[config.mk]
export PLATFORM = sky130hd
export DESIGN_NAME = alu_seq
export DESIGN_NICKNAME = d
export VERILOG_FILES = /design/src/rtl/alu_seq.sv
export SDC_FILE = /design/constraint.sdc
export NUM_CORES = 1
export LEC_CHECK = 0
export CAP_MARGIN = 10
export CORE_MARGIN = 3
export CORE_UTILIZATION = 34
export CTS_CLUSTER_DIAMETER = 200
export DETAILED_ROUTE_END_ITERATION = 8
export HOLD_SLACK_MARGIN = 0.03
export PLACE_DENSITY = 0.55
export SLEW_MARGIN = 20
export SYNTH_ARGS = -nofsm -noshare
export SYNTH_HDL_FRONTEND = slang
export SYNTH_SLANG_ARGS = --single-unit
[constraint.sdc]
create_clock -name clk -period 7.1 [get_ports clk]
set_clock_uncertainty 0.1 [all_clocks]
set_input_delay 1.065 -clock clk [delete_from_list [all_inputs] [get_ports clk]]
set_output_delay 1.065 -clock clk [all_outputs]
set_load 0.01 [all_outputs]
[src/rtl/alu_seq.sv]
// Registered ALU with valid/ready handshakes: single-cycle logic/arith/shift/compare
// ops plus a fixed-latency shift-add multiplier.
module alu_seq #(
  parameter int unsigned WIDTH = 32
) (
  input  logic             clk,
  input  logic             rst_n,
  input  logic             in_valid,
  output logic             in_ready,
  input  logic [WIDTH-1:0] in1,
  input  logic [WIDTH-1:0] in2,
  input  logic [3:0]       control,
  output logic             out_valid,
  input  logic             out_ready,
  output logic [WIDTH-1:0] out,
  output logic             zero,
  output logic             neg,
  output logic             carry,
  output logic             ovf,
  output logic             illegal
);

  localparam int unsigned SHW = $clog2(WIDTH);

  localparam logic [3:0] OP_ADD  = 4'h0;
  localparam logic [3:0] OP_SUB  = 4'h1;
  localparam logic [3:0] OP_AND  = 4'h2;
  localparam logic [3:0] OP_OR   = 4'h3;
  localparam logic [3:0] OP_XOR  = 4'h4;
  localparam logic [3:0] OP_SLT  = 4'h5;
  localparam logic [3:0] OP_SLTU = 4'h6;
  localparam logic [3:0] OP_SLL  = 4'h7;
  localparam logic [3:0] OP_SRL  = 4'h8;
  localparam logic [3:0] OP_SRA  = 4'h9;
  localparam logic [3:0] OP_MUL  = 4'hA;

  typedef enum logic [1:0] {
    ST_IDLE = 2'd0,
    ST_MUL  = 2'd1,
    ST_DONE = 2'd2
  } state_e;

  state_e           state_q;
  logic [WIDTH-1:0] mcand_q;
  logic [WIDTH-1:0] mplier_q;
  logic [WIDTH-1:0] acc_q;
  logic [SHW-1:0]   cnt_q;

  logic             out_valid_q;
  logic [WIDTH-1:0] out_q;
  logic             zero_q;
  logic             neg_q;
  logic             carry_q;
  logic             ovf_q;
  logic             illegal_q;

  logic [WIDTH:0]   add_res;
  logic [WIDTH:0]   sub_res;
  logic [SHW-1:0]   shamt;
  logic [WIDTH-1:0] res_d;
  logic             carry_d;
  logic             ovf_d;
  logic             illegal_d;
  logic [WIDTH-1:0] acc_d;
  logic             accept;

  // Reset gates in_ready so nothing is accepted while rst_n is low.
  assign in_ready = rst_n && (state_q == ST_IDLE) && (!out_valid_q || out_ready);
  assign accept   = in_valid && in_ready;

  assign add_res = {1'b0, in1} + {1'b0, in2};
  assign sub_res = {1'b0, in1} - {1'b0, in2};
  assign shamt   = in2[SHW-1:0];

  // Single-cycle result and flags; MUL result comes from the iterative path.
  always_comb begin
    res_d     = '0;
    carry_d   = 1'b0;
    ovf_d     = 1'b0;
    illegal_d = 1'b0;
    case (control)
      OP_ADD: begin
        res_d   = add_res[WIDTH-1:0];
        carry_d = add_res[WIDTH];
        ovf_d   = (in1[WIDTH-1] == in2[WIDTH-1]) && (add_res[WIDTH-1] != in1[WIDTH-1]);
      end
      OP_SUB: begin
        res_d   = sub_res[WIDTH-1:0];
        carry_d = sub_res[WIDTH];
        ovf_d   = (in1[WIDTH-1] != in2[WIDTH-1]) && (sub_res[WIDTH-1] != in1[WIDTH-1]);
      end
      OP_AND:  res_d = in1 & in2;
      OP_OR:   res_d = in1 | in2;
      OP_XOR:  res_d = in1 ^ in2;
      OP_SLT:  res_d = WIDTH'($signed(in1) < $signed(in2));
      OP_SLTU: res_d = WIDTH'(in1 < in2);
      OP_SLL:  res_d = in1 << shamt;
      OP_SRL:  res_d = in1 >> shamt;
      OP_SRA:  res_d = WIDTH'($signed(in1) >>> shamt);
      OP_MUL:  res_d = '0;
      default: illegal_d = 1'b1;
    endcase
  end

  assign acc_d = mplier_q[0] ? (acc_q + mcand_q) : acc_q;

  // Control FSM, multiplier datapath and registered outputs.
  always_ff @(posedge clk) begin
    if (!rst_n) begin
      state_q     <= ST_IDLE;
      mcand_q     <= '0;
      mplier_q    <= '0;
      acc_q       <= '0;
      cnt_q       <= '0;
      out_valid_q <= 1'b0;
      out_q       <= '0;
      zero_q      <= 1'b0;
      neg_q       <= 1'b0;
      carry_q     <= 1'b0;
      ovf_q       <= 1'b0;
      illegal_q   <= 1'b0;
    end else begin
      case (state_q)
        ST_IDLE: begin
          if (accept) begin
            if (control == OP_MUL) begin
              mcand_q     <= in1;
              mplier_q    <= in2;
              acc_q       <= '0;
              cnt_q       <= '0;
              out_valid_q <= 1'b0;
              state_q     <= ST_MUL;
            end else begin
              out_q       <= res_d;
              zero_q      <= (res_d == '0);
              neg_q       <= res_d[WIDTH-1];
              carry_q     <= carry_d;
              ovf_q       <= ovf_d;
              illegal_q   <= illegal_d;
              out_valid_q <= 1'b1;
            end
          end else if (out_ready) begin
            out_valid_q <= 1'b0;
          end
        end
        // Fixed WIDTH steps, no early-out, so latency is deterministic.
        ST_MUL: begin
          acc_q    <= acc_d;
          mcand_q  <= mcand_q << 1;
          mplier_q <= mplier_q >> 1;
          cnt_q    <= cnt_q + SHW'(1);
          if (cnt_q == SHW'(WIDTH - 1)) begin
            state_q <= ST_DONE;
          end
        end
        ST_DONE: begin
          out_q       <= acc_q;
          zero_q      <= (acc_q == '0);
          neg_q       <= acc_q[WIDTH-1];
          carry_q     <= 1'b0;
          ovf_q       <= 1'b0;
          illegal_q   <= 1'b0;
          out_valid_q <= 1'b1;
          state_q     <= ST_IDLE;
        end
        default: state_q <= ST_IDLE;
      endcase
    end
  end

  assign out_valid = out_valid_q;
  assign out       = out_q;
  assign zero      = zero_q;
  assign neg       = neg_q;
  assign carry     = carry_q;
  assign ovf       = ovf_q;
  assign illegal   = illegal_q;

endmodule

==> flow_summary_export.csv <==
group,metric,value,unit
routing,wl,81400,µm
die,core,47000,µm²
synth,synth_edf_count,0,
synth,seq_area_frac_synth,17.2,%
synth,yosysWarnings,0,
die,die_w,225,µm
clock_tree,cts_sinks,140,
synth,synth-async-reset-ratio,0,%
min_path,min_from,"out[17]",
synth,synth_top_family_by_area,"compound AO/OA/AOI/OAI gates",
cells_and_area,multi_input_area,12500,µm²
synth,yosys.area_share.simple,22.1,%
min_path,hp-class,"reg -> reg",
power_and_ir_drop,p_leak,7.36,nW
global_route,globalRouteOverflowTotal,0,
timing,finalHoldViolCount,0,
critical_path,required,7.40,ns
place,place_congestion,1.02,
clock_tree,clock_path_buffers,2,
synth,syn_avg_cell_area,7.37,µm²
clock_tree,cts_tree,"done",
die,fp-row-count,79,
timing,rsz0062_at_grt,"no",
timing,setup_tns,0,ns
clock_tree,cts_resized,0,
synth,synth.distinct_cells,88,
cells_and_area,areaGrowthSynthToFinish,14.0,%
timing,worst_pin_slew,0.924,ns
timing,finalCritPeriodShare,87.2,%
synth,synth_area_leaders,"dfxtp_1, ha_1, mux4_2",
clock_tree,clk_latency,0.47,ns
routing,antenna_left,0,
routing,wl_per_cell,28.5,µm
cells_and_area,nFillCells,4924,
synth,synth.most_common_cell,"nand2_1",
flow_run,maxCapViolCount,0,
critical_path,start_kind,"input pin",
global_route,antenna_found_initial,5,
routing,drt-initial-drc-count,2278,
synth,ys.flop_type,"dfxtp_1",
place,placedCellCount,2819,
critical_path,cp.arrival,6.49,ns
status,status,"complete, no violations",
synth,ys_seq_elements,140,
routing,firstDrtPassIters,6,
die,ios,111,
clock_tree,cts_root_buf,"clkbuf_16",
cells_and_area,nNetsFinal,2444,
critical_path,worstSetupPathType,"in -> reg",
synth,netlist_top_cells_count,"nand2_1, nor2_1, a21oi_1",
clock_tree,holdBufCountCts,0,
synth,synth_area,16300,µm²
clock_tree,cts_made_buffers,17,
routing,dr_total_vias,18400,
critical_path,end_kind,"flip-flop",
place,dp_hpwl,63500,µm
global_route,grt_pass1_vias,17200,
synth,synth-compound-area-share,29.6,%
critical_path,worstSetupStartpoint,"in1[18]",
timing,setup_viol,0,
synth,synth_fa_ha_area_share,11.0,%
clock_tree,cts.clk_slew.worst_paths,0.07,ns
routing,viasPerCell,6.44,
synth,synth_top_area_share,17.2,%
power_and_ir_drop,power,2.75,mW
synth,synth-xor-area-share,2.20,%
power_and_ir_drop,power.density,148,nW/µm²
cells_and_area,ff_latch_area,2800,µm²
clock_tree,h-tree-depth,4,
global_route,grt_max_degree,83,
timing,max_slew_margin,37.9,%
synth,synth_mux_area_share,11.3,%
die,die_area,50600,µm²
cells_and_area,layout-drive-gt1-share,9.36,%
clock_tree,post_cts_buffers,0,
global_route,grt_first_pass_wirelength,118000,µm
routing,drc_errors,0,
timing,timing.fmax,0.162,GHz
place,port_buffers,110,
die,start_util,34.7,%
critical_path,reg2reg_from,"acc_q[0]",
critical_path,worstPathMaxFanout,12,
synth,yosys.area.top_type,"dfxtp_1",
synth,synth_fp_nets,2425,
timing,period_minus_slack,6.19,ns
timing,slew_viol_final,0,
synth,postSynthCellCount,2212,
die,die-height,225,µm
power_and_ir_drop,ir_drop,0.154,mV
cells_and_area,finalNonFillerCells,2851,
global_route,grt_usage,31.5,%
[logic make-up after synthesis]
kind of cell	Yosys count
buf+inv	275
fa+ha+maj	141
flops	140
simple gates	792
mux	119
compound gates	704
xor+xnor	41
[report_power, final]
group	internal [mW]	switching, mW	leakage [nW]	total, mW
registers	0.801	0.0114	1.13	0.812
logic	0.347	0.638	5.94	0.985
clock network	0.563	0.389	0.292	0.953
[worst max-delay path: stages]
cell             delay (ns)
clkdlybuf4s50_1        1.04
inv_1                  0.11
ha_1                   0.49
or3_1                  0.47
nor4_1                 0.29
nand3_1                0.23
a211o_1                0.41
a211oi_1               0.72
o21ai_1                0.26
a211oi_1               0.39
o41ai_1                0.24
nor3_1                 0.21
nor4bb_1               0.37
nand2_1                0.10
o21ai_0                0.08
[cell usage in the layout (no fill, tap or decap), types with 16 or more instances in the layout]
cell,count
nand2_1,280
nor2_1,252
a21oi_1,172
dfxtp_1,140
ha_1,138
o21ai_0,124
clkdlybuf4s50_1,107
inv_1,102
a311oi_1,70
buf_4,58
mux4_2,50
nand3_1,45
mux2i_1,42
nor3_1,37
o211ai_1,29
a22oi_1,28
a21o_1,27
a211oi_1,25
xnor2_1,25
mux2_2,24
a221oi_1,23
nand2b_1,20
a31oi_1,19
or3_1,19
nand4_1,18
nor4_1,18
nor2b_1,17
clkbuf_16,17
xor2_1,16
[layout make-up]
type / count / area share (%)
Antenna cell: 1 / 0.0135
Sequential cell: 140 / 15.1
Multi-Input combinational cell: 1797 / 67.1
Clock buffer: 19 / 2.38
Tap cell: 607 / 4.08
Timing Repair Buffer: 168 / 8.26
Clock inverter: 12 / 0.888
Inverter: 107 / 2.17
[stage by stage]
stage | hold WS, ns | area [µm²] | worst slack (ns) | utilization, %
6_report | 0.353 | 18600 | 0.911 | 39.6
2_1_floorplan | 0.348 | 16300 | 1.84 | -
4_1_cts | 0.355 | 18600 | 1.23 | 39.6
5_1_grt | 0.368 | 18600 | 0.841 | 39.6
3_3_place_gp | 0.344 | 18000 | 0.649 | 38.3
3_5_place_dp | 0.346 | 18000 | 0.764 | 38.3
[routing by layer]
metal  wire, µm  up-vias  GRT usage, %
met4       3410        2          12.4
met3       7350      169          6.45
met2      35200      938          47.5
met1      35400     9003          44.0
li1           -     8247             -
met5         69        -             0
[sequential cells by signal (all words and copies together) (netlist names)]
name	cells
state_q	2
carry	1
out_valid	1
zero	1
illegal	1
ovf	1
cnt_q	5
mcand_q	32
acc_q	32
mplier_q	32
out	32
[worst paths after layout]
check              endpoint  cells after the start  slack, ns
setup / recovery       zero                     15       0.91
hold / removal      out[17]                      2       0.35
setup reg to reg  acc_q[30]                     14       2.71
hold reg to reg     out[17]                      2       0.35
Power figures use the tool's default switching activity.
